### config.mk
export PLATFORM = sky130hd
export DESIGN_NAME = reg_file_flat
export DESIGN_NICKNAME = d
export VERILOG_FILES = /design/src/rtl/reg_file_pkg.sv /design/src/rtl/reg_file_if.sv /design/src/rtl/reg_file_read_port.sv /design/src/rtl/reg_file.sv /design/src/flat_wrapper.sv
export SDC_FILE = /design/constraint.sdc
export NUM_CORES = 1
export LEC_CHECK = 0
export BUFFER_PORTS_ARGS = -buffer_cell sky130_fd_sc_hd__buf_2
export CORE_MARGIN = 8
export CORE_UTILIZATION = 39
export DETAILED_ROUTE_END_ITERATION = 6
export SLEW_MARGIN = 25
export SYNTH_ARGS = -nofsm -noshare
export SYNTH_HDL_FRONTEND = slang
export SYNTH_SLANG_ARGS = --single-unit
### constraint.sdc
create_clock -name CLK -period 2.4 [get_ports CLK]
set_input_delay 0.48 -clock CLK [delete_from_list [all_inputs] [get_ports CLK]]
set_output_delay 0.48 -clock CLK [all_outputs]
set_load 0.1 [all_outputs]
### src/rtl/reg_file_pkg.sv
// rtl/reg_file_pkg.sv - shared widths and register-index types for the datapath
package reg_file_pkg;

    localparam int DATA_WIDTH = 8;
    localparam int ADDR_WIDTH = 3;
    localparam int REG_COUNT  = 1 << ADDR_WIDTH;

    // Register index as carried by decoded instructions
    typedef logic [ADDR_WIDTH-1:0] reg_idx_t;
    typedef logic [DATA_WIDTH-1:0] reg_data_t;

    // True when a read index hits the register being written this cycle
    function automatic logic idx_hit(input reg_idx_t rd_idx, input reg_idx_t wr_idx,
                                     input logic wr_en);
        return wr_en && (rd_idx == wr_idx);
    endfunction

endpackage

### src/rtl/reg_file_if.sv
// rtl/reg_file_if.sv - write-back and dual read-port bundle of the register file
interface reg_file_if
    import reg_file_pkg::*;
#(
    parameter int DATA_WIDTH = reg_file_pkg::DATA_WIDTH,
    parameter int ADDR_WIDTH = reg_file_pkg::ADDR_WIDTH
);

    logic [DATA_WIDTH-1:0] IN;
    logic [ADDR_WIDTH-1:0] INADDRESS;
    logic                  WRITEENABLE;
    logic [ADDR_WIDTH-1:0] OUT1ADDRESS;
    logic [ADDR_WIDTH-1:0] OUT2ADDRESS;
    logic [DATA_WIDTH-1:0] OUT1;
    logic [DATA_WIDTH-1:0] OUT2;

    modport master (
        output IN, INADDRESS, WRITEENABLE, OUT1ADDRESS, OUT2ADDRESS,
        input  OUT1, OUT2
    );

    modport slave (
        input  IN, INADDRESS, WRITEENABLE, OUT1ADDRESS, OUT2ADDRESS,
        output OUT1, OUT2
    );

endinterface

### src/rtl/reg_file_read_port.sv
// rtl/reg_file_read_port.sv - one combinational read port with optional write bypass
module reg_read_port
    import reg_file_pkg::*;
#(
    parameter int DATA_WIDTH = reg_file_pkg::DATA_WIDTH,
    parameter int ADDR_WIDTH = reg_file_pkg::ADDR_WIDTH,
    parameter int BYPASS     = 0
) (
    input  logic [(1<<ADDR_WIDTH)-1:0][DATA_WIDTH-1:0] regs,
    input  logic [ADDR_WIDTH-1:0]                      rd_addr,
    input  logic                                       wr_en,
    input  logic [ADDR_WIDTH-1:0]                      wr_addr,
    input  logic [DATA_WIDTH-1:0]                      wr_data,
    output logic [DATA_WIDTH-1:0]                      rd_data
);

    // Select the stored word, overriding with in-flight write data when bypass is built in
    always_comb begin
        rd_data = regs[rd_addr];
        if ((BYPASS != 0) && wr_en && (rd_addr == wr_addr)) begin
            rd_data = wr_data;
        end
    end

endmodule

### src/rtl/reg_file.sv
// rtl/reg_file.sv - 8x8 register file, synchronous write, two combinational read ports
module reg_file
    import reg_file_pkg::*;
#(
    parameter int DATA_WIDTH = reg_file_pkg::DATA_WIDTH,
    parameter int ADDR_WIDTH = reg_file_pkg::ADDR_WIDTH,
    parameter int BYPASS     = 0
) (
    input  logic       CLK,
    input  logic       RESET_N,
    reg_file_if.slave  bus
);

    localparam int DEPTH = 1 << ADDR_WIDTH;

    logic [DEPTH-1:0][DATA_WIDTH-1:0] regs;
    logic                             wr_armed;
    logic                             wr_fire;
    logic [DATA_WIDTH-1:0]            out1;
    logic [DATA_WIDTH-1:0]            out2;

    // Arm writes on the falling edge after reset release, so a release that lands
    // on (or races) a rising edge never lets that edge write.
    always_ff @(negedge CLK or negedge RESET_N) begin
        if (!RESET_N) begin
            wr_armed <= 1'b0;
        end else begin
            wr_armed <= 1'b1;
        end
    end

    // Also gates bypass so outputs stay 0 while reset is held or writes are disarmed
    assign wr_fire = bus.WRITEENABLE && wr_armed && RESET_N;

    // Storage array: async clear, write-back on rising edge when armed
    always_ff @(posedge CLK or negedge RESET_N) begin
        if (!RESET_N) begin
            for (int i = 0; i < DEPTH; i++) begin
                regs[i] <= '0;
            end
        end else if (wr_fire) begin
            regs[bus.INADDRESS] <= bus.IN;
        end
    end

    reg_read_port #(
        .DATA_WIDTH (DATA_WIDTH),
        .ADDR_WIDTH (ADDR_WIDTH),
        .BYPASS     (BYPASS)
    ) u_port1 (
        .regs    (regs),
        .rd_addr (bus.OUT1ADDRESS),
        .wr_en   (wr_fire),
        .wr_addr (bus.INADDRESS),
        .wr_data (bus.IN),
        .rd_data (out1)
    );

    reg_read_port #(
        .DATA_WIDTH (DATA_WIDTH),
        .ADDR_WIDTH (ADDR_WIDTH),
        .BYPASS     (BYPASS)
    ) u_port2 (
        .regs    (regs),
        .rd_addr (bus.OUT2ADDRESS),
        .wr_en   (wr_fire),
        .wr_addr (bus.INADDRESS),
        .wr_data (bus.IN),
        .rd_data (out2)
    );

    assign bus.OUT1 = out1;
    assign bus.OUT2 = out2;

endmodule

### src/flat_wrapper.sv
// flat-port wrapper written by rule: the top's interface ports become plain ports
module reg_file_flat import reg_file_pkg::*;
#(
    parameter int DATA_WIDTH = reg_file_pkg::DATA_WIDTH,
    parameter int ADDR_WIDTH = reg_file_pkg::ADDR_WIDTH,
    parameter int BYPASS     = 0
)
  (CLK, RESET_N, bus_IN, bus_INADDRESS, bus_WRITEENABLE, bus_OUT1ADDRESS, bus_OUT2ADDRESS, bus_OUT1, bus_OUT2);
  reg_file_if #(.DATA_WIDTH(DATA_WIDTH), .ADDR_WIDTH(ADDR_WIDTH)) bus_i ();
  input  logic CLK;
  input  logic RESET_N;
  input wire logic [$bits(bus_i.IN)-1:0] bus_IN;
  input wire logic [$bits(bus_i.INADDRESS)-1:0] bus_INADDRESS;
  input wire logic [$bits(bus_i.WRITEENABLE)-1:0] bus_WRITEENABLE;
  input wire logic [$bits(bus_i.OUT1ADDRESS)-1:0] bus_OUT1ADDRESS;
  input wire logic [$bits(bus_i.OUT2ADDRESS)-1:0] bus_OUT2ADDRESS;
  output wire logic [$bits(bus_i.OUT1)-1:0] bus_OUT1;
  output wire logic [$bits(bus_i.OUT2)-1:0] bus_OUT2;
  assign bus_i.IN = bus_IN;
  assign bus_i.INADDRESS = bus_INADDRESS;
  assign bus_i.WRITEENABLE = bus_WRITEENABLE;
  assign bus_i.OUT1ADDRESS = bus_OUT1ADDRESS;
  assign bus_i.OUT2ADDRESS = bus_OUT2ADDRESS;
  assign bus_OUT1 = bus_i.OUT1;
  assign bus_OUT2 = bus_i.OUT2;
  reg_file #(.DATA_WIDTH(DATA_WIDTH), .ADDR_WIDTH(ADDR_WIDTH), .BYPASS(BYPASS)) u_core (.CLK(CLK), .RESET_N(RESET_N), .bus(bus_i));
endmodule
# --- Word level (Yosys, flattened, before mapping) ---
# Cells that the tools add are included.
word_totals:
  inputBits: 20
  register_bits: 65
op_classes:
  muxes: 7
  n_reduce_logical: 3
  magnitude_cmp: 4
op_table:
  columns: ["op", "n"]
  rows:
  - ["bitwise mux 64 bit", 1]
  - ["binary-select mux 8 bit (select 3 bit)", 2]
  - ["demux 8 bit (select 3 bit)", 1]
  - ["two-way mux 8 bit", 3]
  - ["less-than comparator 3 x 4 -> 1 bit (second input constant)", 3]
  - [">= comparator 3 x 1 -> 1 bit (second input constant)", 1]
  - ["logical AND 1 bit", 3]

# --- Logic depth before layout (Yosys ltp) ---
depth:
  ltp_word: 5
  mapped_depth: 4

# --- Modules after synthesis ---
# Synthesis repeated with hierarchy kept, for this count alone.
unflattened:
  hier_cells: 204
  hier_area_um2: 3606.0
modules_own_cells:
  columns: ["mod", "instances", "seq_area_each_um2", "area_per_inst_um2", "cells_each"]
  rows:
  - ["reg_file", 1, 1626.6, 2504.9, 146]
  - ["reg_read_port", 2, 0.0, 550.5, 29]

==> parameters.txt <==
Parameter                              Value

Cells and area
  Layout cells sized above 1    between 60% and 70%
  Number of nets in the final layout    283
  Finished layout cell area    0.00456 mm²
  Signed area change from the synthesized netlist to the final layout    25.7%
  Number of fill cells    791
  Core Util, Final    50.0%
  Final Instance Count excl. Fillers    379
  Final antenna diode count    0
  Total area of multi-input combinational cells    0.00208 mm²
  Register cell area after layout    0.00163 mm²

Power and ir drop
  Tot Pwr    3.71 mW
  Power per Cell Area    between 800 and 900 mW/mm²
  Worst VDD drop    between 400 and 500 µV
  Cell leakage power    2.17 nW

Timing
  Final setup TNS    -16.73 ns
  Count of endpoints failing setup in the final report    64
  Post-route clock skew    0.0145 ns
  Number of hold-slack violations in the final timing report    0
  Worst slew slack as a fraction of its limit    between 50% and 60%
  Final hold slack    roughly 0.21 ns
  RSZ-0062 raised after global routing    true
  Max-slew violations    0
  Setup ws final    -0.311 ns
  Tightest Pin Transition    0.661 ns

Routing
  Total wirelength of the detailed-routed design    8450 µm
  Detailed-routing iteration count for the pre-antenna-repair pass    4
  Routed via count    2121
  Average wire per standard cell    22.3 µm
  Number of vias per cell after detailed routing    5.60
  First-iteration detailed-routing DRC count    53
  DRC violations left    0
  Antenna Violating Nets Remaining    0

GRT
  Global-route total usage across every layer    14.2%
  Congestion Overflow GR    0
  Initial antenna violation count    0
  Maximum number of pins on one net before global-route repair    53
  Number of global-route vias before repair    2362
  Wire length of the first global-routing pass    13700 µm

Floorplanning
  Number of top-level pins    36
  Width of the die    112 µm
  Die footprint    0.0126 mm²
  Initial cell density of the core    roughly two fifths
  Row count    35
  Core outline area    0.00911 mm²
  Vertical die dimension    112 µm

Placement
  Buffers added on ports    35
  Dpl hpwl    5820 µm
  Post-place instance area    0.00410 mm²
  Total placed cells including tap cells    365
  Routability congestion estimate from global placement    0.707
  Pre-CTS WS    -0.385 ns

Clock network
  Clock-pin slew of the registers on the worst-case setup and hold paths    0.07 ns
  Clock root buffer master    clkbuf_8
  Sinks on Clock Net    65
  Skew-Pair Late Insertion Delay    about 0.34 ns
  Setup repair bufs after CTS    0
  Clock buffers created by TritonCTS    9
  Buffers from clock root to sink, at most    2
  Clock tree from TritonCTS    yes
  Number of H-tree levels    3

Setup path
  Kind of critical path    register to register
  R2r worst-path depth    3
  Largest stage delay on the critical path    0.49 ns
  Critical Path Source Type    register
  Cell type group with the largest total delay on the critical path    simple AND/OR/NAND/NOR gates
  Crit end category    register
  Worst path bufs/invs    0
  Crit path max fanout    8
  Flop2flop setup slack    -0.31 ns
  Worst setup startpoint    u_core.wr_armed
  Crit path depth    3
  Worst path required time    2.62 ns
  R2R Path End    u_core.regs[8]
  Data arrival time of the critical path    2.93 ns
  Critical path, cell by cell    nand4_4, or3_4, mux2_4
  Slowest cell on the critical path    dfrtn_1
  Worst Setup EP    u_core.regs[8]
  Beginning of the worst register-to-register path    u_core.wr_armed

Run status
  Run status    finished with violations
  Violated checks    negative setup slack

Logic synthesis
  Number of unique standard cell types used by synthesis    18
  Number of nets produced by synthesis    223
  Post-synthesis instance area    0.00362 mm²
  Mapped Avg Cell Area    17.8 µm²
  Cell count after synthesis    203
  Post-synthesis register bit count    65
  Sequential-to-total area share from yosys stat    between 40% and 50%
  Number of warnings issued by yosys    0

Min path
  Path type of the worst min-delay path    input port to async pin

Flow run
  Max-cap violation count    0
[Yosys cell counts]
| master | count | area, µm² |
|---|---|---|
| nor2_2 | 6 | 37.5 |
| dfrtn_1 | 1 | 25.0 |
| clkbuf_1 | 2 | 7.51 |
| dfrtp_1 | 64 | 1600 |
| mux4_2 | 8 | 180 |
| nand4_4 | 1 | 21.3 |
| nand4b_4 | 1 | 23.8 |
| buf_1 | 2 | 7.51 |
| mux4_1 | 24 | 631 |
| conb_1 | 1 | 3.75 |
| buf_2 | 2 | 10.0 |
| nand2b_1 | 2 | 12.5 |
| nand2_1 | 1 | 3.75 |
| or3_1 | 2 | 12.5 |
| buf_6 | 4 | 45.0 |
| mux2_4 | 16 | 240 |
| buf_12 | 2 | 40.0 |
| mux2_2 | 64 | 721 |
[worst reg2reg max path, stage by stage (launching register included)]
cell and delay, ns:
dfrtn_1 0.49, nand4_4 0.13, or3_4 0.45, mux2_4 0.33
[cells in the final DEF, fill, tap and decap left out, types with 2 or more instances in the layout]
cell and instances:
buf_12 5, buf_2 24, buf_4 11, buf_6 17, clkbuf_1 3, clkbuf_4 4, clkbuf_8 10, clkinv_2 2
dfrtp_1 64, mux2_2 24, mux2_4 56, mux4_1 24, mux4_2 8, nand2b_1 2, nor2_4 6, or3_4 2
[layer usage]
metal / global-route usage [%] / vias to the layer above / routed length, µm
li1: - / 937 / -
met1: 17.5 / 1133 / 3860
met2: 23.8 / 37 / 4220
met3: 2.68 / 14 / 218
met4: 5.85 / 0 / 157
met5: 0 / - / 0
[logic make-up (layout without fill, tap and decap cells)]
group / after synthesis / after routing / synth area share [%]
simple gates: 13 / 13 / 3.07
flops: 65 / 65 / 44.9
other cells: 1 / 1 / 0.103
buf+inv: 12 / 77 / 3.04
mux: 112 / 112 / 48.9
[worst min-delay path by stage]
stage / endpoint / depth (start not counted)
after floorplan: u_core.regs[0] / 0
after global placement: u_core.regs[27] / 1
after detailed placement: u_core.regs[27] / 1
after CTS: u_core.regs[16] / 2
after global routing: u_core.regs[16] / 2
final: u_core.regs[16] / 2
[state kept, by name, summed over array words and instances, names as in the netlist]
name and cells:
u_core.regs 64, u_core.wr_armed 1
[repair_timing]
action	in CTS	in global routing
setup endpoints to repair	65	74
pin swaps	4	4
resized for setup	40	44
hold buffers	0	0
[where the power goes]
group	switching (mW)	internal [mW]	leakage, nW
Sequential	0.158	1.31	0.831
Combinational	0.749	0.593	1.24
Clock	0.400	0.506	0.0974
Total	1.31	2.40	2.17
[cell type report]
| type | instances | share of cell area, % |
|---|---|---|
| clock buffer | 13 | 3.27 |
| sequential | 65 | 35.7 |
| timing repair buffer | 61 | 11.5 |
| tap | 111 | 3.05 |
| clock inverter | 3 | 0.879 |
| multi-input combinational | 126 | 45.6 |
Power figures use the tool's default switching activity.
